[src/rtl/lsu_dfx_quiesce_ctrl.sv]
// ---------------------------------------------------------------------------
// lsu_dfx_quiesce_ctrl
//
// Sequences a partial-reconfiguration (DFX) shutdown of the LSU store path.
// When the DFX manager requests reconfiguration, the controller does the
// following in order:
//   1. Blocks new store issue.
//   2. Waits for the store unit, store buffer and AMO buffer to go quiet for
//      QUIET_CYCLES consecutive cycles.
//   3. Decouples the reconfigurable region and acknowledges the manager.
// When the manager reports completion, decouple drops first. Store issue stays
// blocked for SETTLE_CYCLES more cycles before it is released.
//
// Ports
//   clk_i, rst_ni          clock, asynchronous active-low reset
//   pr_req_i               DFX manager reconfiguration request (level)
//   pr_done_i              DFX manager reconfiguration finished (pulse)
//   pr_ack_o               store path quiesced and decoupled
//   pr_busy_o              controller not idle
//   err_timeout_o          sticky: last drain aborted on timeout
//   shutdown_req_o         to store_unit: block new stores
//   dfx_decouple_o         to store_unit/decoupler: isolate the region
//   st_unit_idle_i         store unit FSM idle
//   store_buffer_empty_i   speculative and commit queues empty
//   no_st_pending_i        no outstanding D$ store
//   amo_pending_i          AMO buffer holds or is executing an AMO
// ---------------------------------------------------------------------------
module lsu_dfx_quiesce_ctrl #(
    parameter int unsigned DRAIN_TIMEOUT = 1024,
    parameter int unsigned SETTLE_CYCLES = 4,
    parameter int unsigned QUIET_CYCLES  = 2
) (
    input  logic clk_i,
    input  logic rst_ni,
    input  logic pr_req_i,
    input  logic pr_done_i,
    output logic pr_ack_o,
    output logic pr_busy_o,
    output logic err_timeout_o,
    output logic shutdown_req_o,
    output logic dfx_decouple_o,
    input  logic st_unit_idle_i,
    input  logic store_buffer_empty_i,
    input  logic no_st_pending_i,
    input  logic amo_pending_i
);

    localparam int unsigned DCNT_W = $clog2(DRAIN_TIMEOUT + 1);
    localparam int unsigned QCNT_W = $clog2(QUIET_CYCLES + 1);
    localparam int unsigned SCNT_W = $clog2(SETTLE_CYCLES + 1);

    localparam logic [DCNT_W-1:0] DCNT_LAST   = DCNT_W'(DRAIN_TIMEOUT - 1);
    localparam logic [QCNT_W-1:0] QCNT_TARGET = QCNT_W'(QUIET_CYCLES);
    localparam logic [SCNT_W-1:0] SCNT_LAST   = SCNT_W'(SETTLE_CYCLES - 1);

    typedef enum logic [1:0] {
        ST_IDLE,
        ST_DRAIN,
        ST_QUIESCED,
        ST_SETTLE
    } state_e;

    state_e              state_q, state_d;
    logic [DCNT_W-1:0]   dcnt_q, dcnt_d;
    logic [QCNT_W-1:0]   qcnt_q, qcnt_d;
    logic [SCNT_W-1:0]   scnt_q, scnt_d;
    logic                armed_q, armed_d;
    logic                err_q, err_d;
    logic                shutdown_q, shutdown_d;
    logic                decouple_q, decouple_d;
    logic                ack_q, ack_d;
    logic                busy_q, busy_d;

    logic                quiet;
    logic [QCNT_W-1:0]   qcnt_inc;

    assign quiet = st_unit_idle_i & store_buffer_empty_i & no_st_pending_i & ~amo_pending_i;

    // Next-state logic.
    // armed prevents a request that is still held high after a completed or
    // aborted sequence from starting a new drain. The manager must drop the
    // request for at least one cycle before it can re-arm.
    always_comb begin
        state_d  = state_q;
        dcnt_d   = dcnt_q;
        qcnt_d   = qcnt_q;
        scnt_d   = scnt_q;
        armed_d  = armed_q;
        err_d    = err_q;
        qcnt_inc = (qcnt_q == QCNT_TARGET) ? qcnt_q : qcnt_q + QCNT_W'(1);

        case (state_q)
            ST_IDLE: begin
                if (pr_req_i && armed_q) begin
                    state_d = ST_DRAIN;
                    armed_d = 1'b0;
                    err_d   = 1'b0;
                    qcnt_d  = '0;
                    dcnt_d  = '0;
                end
            end

            ST_DRAIN: begin
                qcnt_d = quiet ? qcnt_inc : '0;
                if (dcnt_q != DCNT_LAST) begin
                    dcnt_d = dcnt_q + DCNT_W'(1);
                end
                // Reaching quiescence wins over a simultaneous timeout or withdraw.
                if (quiet && (qcnt_inc == QCNT_TARGET)) begin
                    state_d = ST_QUIESCED;
                end else if (dcnt_q == DCNT_LAST) begin
                    state_d = ST_IDLE;
                    err_d   = 1'b1;
                end else if (!pr_req_i) begin
                    state_d = ST_IDLE;
                end
            end

            // If the request drops here without done, it is a protocol error.
            // The controller ignores it and stays decoupled until done arrives.
            ST_QUIESCED: begin
                if (pr_done_i) begin
                    state_d = ST_SETTLE;
                    scnt_d  = '0;
                end
            end

            ST_SETTLE: begin
                if (scnt_q == SCNT_LAST) begin
                    state_d = ST_IDLE;
                end else begin
                    scnt_d = scnt_q + SCNT_W'(1);
                end
            end

            default: begin
                state_d = ST_IDLE;
            end
        endcase

        if (!pr_req_i) begin
            armed_d = 1'b1;
        end
    end

    // Outputs are decoded from the next state so they are registered.
    // Decoding them this way also keeps decouple inside the shutdown window.
    always_comb begin
        shutdown_d = (state_d != ST_IDLE);
        busy_d     = (state_d != ST_IDLE);
        decouple_d = (state_d == ST_QUIESCED);
        ack_d      = (state_d == ST_QUIESCED);
    end

    always_ff @(posedge clk_i or negedge rst_ni) begin
        if (!rst_ni) begin
            state_q    <= ST_IDLE;
            dcnt_q     <= '0;
            qcnt_q     <= '0;
            scnt_q     <= '0;
            armed_q    <= 1'b1;
            err_q      <= 1'b0;
            shutdown_q <= 1'b0;
            decouple_q <= 1'b0;
            ack_q      <= 1'b0;
            busy_q     <= 1'b0;
        end else begin
            state_q    <= state_d;
            dcnt_q     <= dcnt_d;
            qcnt_q     <= qcnt_d;
            scnt_q     <= scnt_d;
            armed_q    <= armed_d;
            err_q      <= err_d;
            shutdown_q <= shutdown_d;
            decouple_q <= decouple_d;
            ack_q      <= ack_d;
            busy_q     <= busy_d;
        end
    end

    assign pr_ack_o       = ack_q;
    assign pr_busy_o      = busy_q;
    assign err_timeout_o  = err_q;
    assign shutdown_req_o = shutdown_q;
    assign dfx_decouple_o = decouple_q;

endmodule
[config.mk]
export PLATFORM = sky130hd
export DESIGN_NAME = lsu_dfx_quiesce_ctrl
export DESIGN_NICKNAME = d
export VERILOG_FILES = /design/src/rtl/lsu_dfx_quiesce_ctrl.sv
export SDC_FILE = /design/constraint.sdc
export NUM_CORES = 1
export LEC_CHECK = 0
export ABC_AREA = 0
export BUFFER_PORTS_ARGS = -buffer_cell sky130_fd_sc_hd__buf_4
export CAP_MARGIN = 20
export CORE_MARGIN = 2
export CORE_UTILIZATION = 51
export CTS_CLUSTER_SIZE = 24
export DETAILED_ROUTE_END_ITERATION = 10
export GPL_TIMING_DRIVEN = 1
export HOLD_SLACK_MARGIN = 0.05
export PLACE_DENSITY = 0.74
export SLEW_MARGIN = 20
export SYNTH_ARGS = -nofsm -noshare
export SYNTH_HDL_FRONTEND = slang
export SYNTH_SLANG_ARGS = --single-unit
[constraint.sdc]
create_clock -name clk_i -period 1.6 [get_ports clk_i]
set_input_delay 0.24 -clock clk_i [delete_from_list [all_inputs] [get_ports clk_i]]
set_output_delay 0.24 -clock clk_i [all_outputs]
set_load 0.05 [all_outputs]
* Word-level counts from Yosys, hierarchy flattened
Index checks and enable logic that the tools add are counted.
** Word-level totals
- Register bits :: 22
- Bits in latches :: 0
- RAM bits :: 0
- Bits in read-only memories :: 0
- Input port bits :: 8
- Memories :: 0
** Operators by class
- $add $sub $neg :: 3
- $mul :: 0
- Divide/modulo/power cells :: 0
- Magnitude comparators :: 0
- Eq/ne operators :: 17
- Shifts and indexed selects :: 0
- Multiplexer cells :: 23
- Bitwise gates (word level) :: 4
- Reduce and logical (&&, ||, !) cells :: 11
** Operators with widths (count)
- $mux 11 :: 2
- $pmux 11 s2 :: 1
- $mux 2 :: 9
- $ne 2x2->1 const B :: 6
- $add 11x1->11 const B :: 1
- $eq 11x10->1 const B :: 1
- $ne 11x10->1 const B :: 1
- $eq 2x2->1 const B :: 5
- $pmux 2 s4 :: 1
- $mux 3 :: 2
- $pmux 3 s2 :: 1
- $reduce_and 3->1 :: 2
- $reduce_bool 2->1 :: 3
- $mux 1 :: 5
- $ne 2x1->1 const B :: 2
- $pmux 2 s2 :: 1
- $reduce_and 2->1 :: 2
- $reduce_and 4->1 :: 1
- $add 3x1->3 const B :: 1
- $and 1x1->1 :: 3
- $eq 3x2->1 const B :: 1
- $add 2x1->2 const B :: 1
- $eq 2x1->1 const B :: 1
- $logic_and 1x1->1 :: 2
- other kinds (3) :: 3

* Longest topological paths before layout
- Word-level depth :: 7
- Gate-level depth with buffers :: 6

* Worst setup path after synthesis
No wires, ideal clock.
- Path type :: register to register
- Start point :: register dcnt_q[0]
- End point :: register dcnt_q[7]
- Setup time :: 0.077 ns
- Arrival time :: 1.427 ns
- Slack :: 0.096 ns
- Cell stages (with the launch flop) :: 6
- Buffers on the path :: 0
- Path through :: dfrtp_1 > ha_1 > nand3_1 > nor3_1 > or4_1 > a21oi_1
** On the way
- Longest elaborated chain between the ends :: 3
- Elaborated cells on any way between the ends :: 6
- Classes of those cells :: add/sub: 1; eq/ne: 2; mux: 2; reduce/logical: 1
** Ends and longest elaborated chain
- from (decl) :: line 64 : logic [DCNT_W-1:0] dcnt_q, dcnt_d;
- from (signal assigned) :: line 169 : dcnt_q <= dcnt_d;
- $add 11x1->11 / $ne 11x10->1 (equally long branches) :: line 106, 105
- $mux 11 / $ne 2x2->1 (equally long branches)
- $pmux 11 s2 / $reduce_and 3->1 (equally long branches)
Several ways; a longest one is shown, not always the timed one. The select of a mux whose other input is x is not followed.
A chain may end at the register's enable or synchronous reset.

* Worst setup path in the final report
- Start point :: register state_q[1]
- End point :: register dcnt_q[4]
** On the way
- Longest elaborated chain between the ends :: 3
- Elaborated cells on any way between the ends :: 7
- Classes of those cells :: eq/ne: 3; mux: 1; reduce/logical: 3
** Ends and longest elaborated chain
- from (decl) :: line 63 : state_e state_q, state_d;
- from (signal assigned) :: line 168 : state_q <= state_d;
- $eq 2x1->1 / $logic_not 2->1 (equally long branches) :: line 92 : case (state_q)
- $ne 2x2->1 (no line) / $reduce_bool 2->1 (equally long branches)
- $reduce_and 3->1 (no line)
Several ways; a longest one is shown, not always the timed one.

==> qor.txt <==
Clk pin slew, worst setup/hold paths = 0.14 ns
run status = complete, no violations
Max FO, Critical Path = 12
async set-reset flop share out of synthesis = 1.00
Post-Synth Simple-Gate Area = 0.231
post-synthesis compound-gate area fraction = 0.184
dpl ws = 0.0204 ns
Hold Path Origin = pr_req_i
Site Rows = 17
vias in the first global route = 901
Warnings, synthesis = 0
Die Area = 0.00268 mm²
Die Span Y = 51.7 µm
fin crit share = 0.934
Worst Path Buf+Inv = 0
routed length per instance = 14.0 µm
initial antenna violation count = 0
Top Family by Delay on Critical Path = simple AND/OR/NAND/NOR gates
Worst setup startpoint = state_q[1]
WHS = 0.0981 ns
critical path cell sequence = and2b_1, nand2b_1, or3_1, a21oi_1
Final Core Density = 0.638
Post-Syn Nets = 133
CTS Sinks = 22
Worst slew margin = 0.751
final slew viol count = 0
final hold vios = 0
post-route DRC violation count = 0
Worst path slowest cell = dfrtp_1
worst min path class = input port to flip-flop
non-filler cells, final = 168
total I/O pin count = 13
Via-to-Cell Ratio = 5.77
area occupied by multi-input gates = 586 µm²
max-cap viol count = 0
GRT overflow = 0
htree depth = 1
WP data arrival = 1.75 ns
Slew @ Worst Pin = 0.369 ns
Post-Syn Instances = 121
Initial Utilization = 0.531
clock skew = 0.0246 ns
Seq/Total Area, Yosys = 0.475
worst skew pair latency = 0.32 ns
via count = 969
post-synthesis adder-cell area fraction = 0.0431
Antenna Cells = 0
Root Driver = clkbuf_4
final WL = 2340 µm
synthesis-to-finish area growth = 20.2%
RD Place Congestion = 0.823
Fill cells = 182
RSZ-0062 raised after global routing = false
worst setup margin = 0.105 ns
P per Cell Area = 1580 mW/mm²
ys flop type = dfrtp_1
Static Leak = 0.619 nW
#FFs+latches synth = 22
register area = 553 µm²
critical path class = flip-flop to flip-flop
post-DP HPWL = 1740 µm
mux cell area share after synthesis = 0.0258
die width = 51.7 µm
Detail Route Antenna Nets = 0
Mapped Avg Cell Area = 9.61 µm²
CTS tree = built
placed cell count = 162
# port buffers = 12
Total GRT Usage = 0.212
initial DRC count = 15
Pre-antenna DRT Iters = 4
largest net degree at the start of global routing = 23
Nets = 153
CP peak stage delay = 0.50 ns
XOR/XNOR Fraction of Synth Area = 0
WP data required = 1.86 ns
CP Capture Type = flip-flop
first-pass GRT wire length = 4150 µm
Tmin final = 1.49 ns
CTS Buffer Depth = 2
proportion of layout cells with a drive suffix above 1 = 0.214
maximum VDD drop = 1.38 mV
Fin Setup TNS = 0 ns
core area = 0.00219 mm²
startpoint types = flip-flop
number of enable flip-flop cells after synthesis = 0
Setup violations, final = 0
largest family of logic cells by synthesized area = simple AND/OR/NAND/NOR gates
Synth cell types = 39
synthesized area = 0.00116 mm²
R2R Path Start = state_q[1]
Inserted Clock Buffers = 3
FMAX = 669 MHz
==> synth_stat cells, types with 2 or more instances <==
master,number,share of area
nand3_1,4,0.017
a21oi_1,8,0.034
dfrtp_1,21,0.45
o21ai_0,12,0.052
nor3_1,3,0.013
inv_1,5,0.016
nor2b_1,4,0.022
nand2_1,15,0.048
nand2b_1,3,0.016
nor2_1,6,0.019
a32o_1,2,0.017
a22o_1,3,0.023
or3_1,2,0.011
mux2i_1,3,0.026
buf_4,2,0.013
nand3b_1,2,0.013
ha_1,4,0.043
==> flip-flops by register name, summed over array words and instances, names as in the netlist <==
| register | count |
|---|---|
| armed_q | 1 |
| err_timeout_o | 1 |
| qcnt_q | 2 |
| pr_ack_o | 1 |
| pr_busy_o | 1 |
| dcnt_q | 11 |
| scnt_q | 3 |
| state_q | 2 |
==> final timing paths <==
kind	end	slack [ns]	cells after the start
worst max-delay path	dcnt_q[4]	0.11	4
worst min register to register	qcnt_q[1]	0.51	2
worst max register to register	dcnt_q[4]	0.11	4
worst min-delay path	armed_q	0.1	2
min in group asynchronous	qcnt_q[1]	0.31	2
max in group asynchronous	armed_q	0.98	2
==> report_power, final <==
group	switching, mW	internal (mW)	leakage (nW)
clock	0.173	0.254	0.0279
sequential	0.148	0.699	0.290
combinational	0.541	0.393	0.300
==> layer usage <==
| layer | GRT usage | vias to the layer above | part of all wire |
|---|---|---|---|
| met5 | 0 | - | 0 |
| met2 | 0.368 | 14 | 0.50 |
| met3 | 0.0603 | 2 | 0.036 |
| met1 | 0.266 | 472 | 0.46 |
| met4 | 0.0395 | 0 | 0.0064 |
| li1 | - | 481 | - |
==> what timing repair did <==
| action | 4_1_cts | 5_1_grt |
|---|---|---|
| hold endpoints to repair | 21 | 0 |
| endpoints found under the setup margin | 1 | 5 |
| pin swaps | 0 | 2 |
| hold buffers | 1 | 0 |
| resized for setup | 1 | 6 |
| cloned | 0 | 0 |
| buffers inserted | 0 | 1 |
==> cell type report <==
class | count | area share
multi-input cells | 89 | 0.419
inverters | 5 | 0.0134
flip-flops and latches | 22 | 0.396
repair buffers | 20 | 0.109
clock inverters | 1 | 0.0215
clock buffers | 3 | 0.0161
well taps | 28 | 0.0251
==> worst register-to-register path, delay by kind of cell (launching register included) <==
family,cells,cell delay (ns)
compound gates,1,0.16
flops,1,0.50
simple gates,3,0.80
==> metrics by stage <==
step | cell area (µm²) | total power, mW
after floorplan | 1160 | 1.48
after global placement | 1300 | 1.71
after detailed placement | 1300 | 1.74
after CTS | 1370 | 2.18
after global routing | 1400 | 2.37
final | 1400 | 2.21
==> cell families (layout without fill, tap and decap cells) <==
family,after synthesis,count (layout)
and+or+nand+nor,49,49
AOI/OAI and AO/OA,33,33
DFF,22,22
buffers and inverters,10,29
adders and majority gates,4,4
muxes,3,3
==> placed cells by master, fill, tap and decap left out, drive strengths merged, types with 4 or more instances in the layout <==
cell,instances
dfrtp,21
buf,19
nand2,15
o21ai,12
a21oi,8
nor2,6
inv,5
nor2b,4
nand3,4
ha,4
Note: power is estimated with default switching activity, not from simulation.
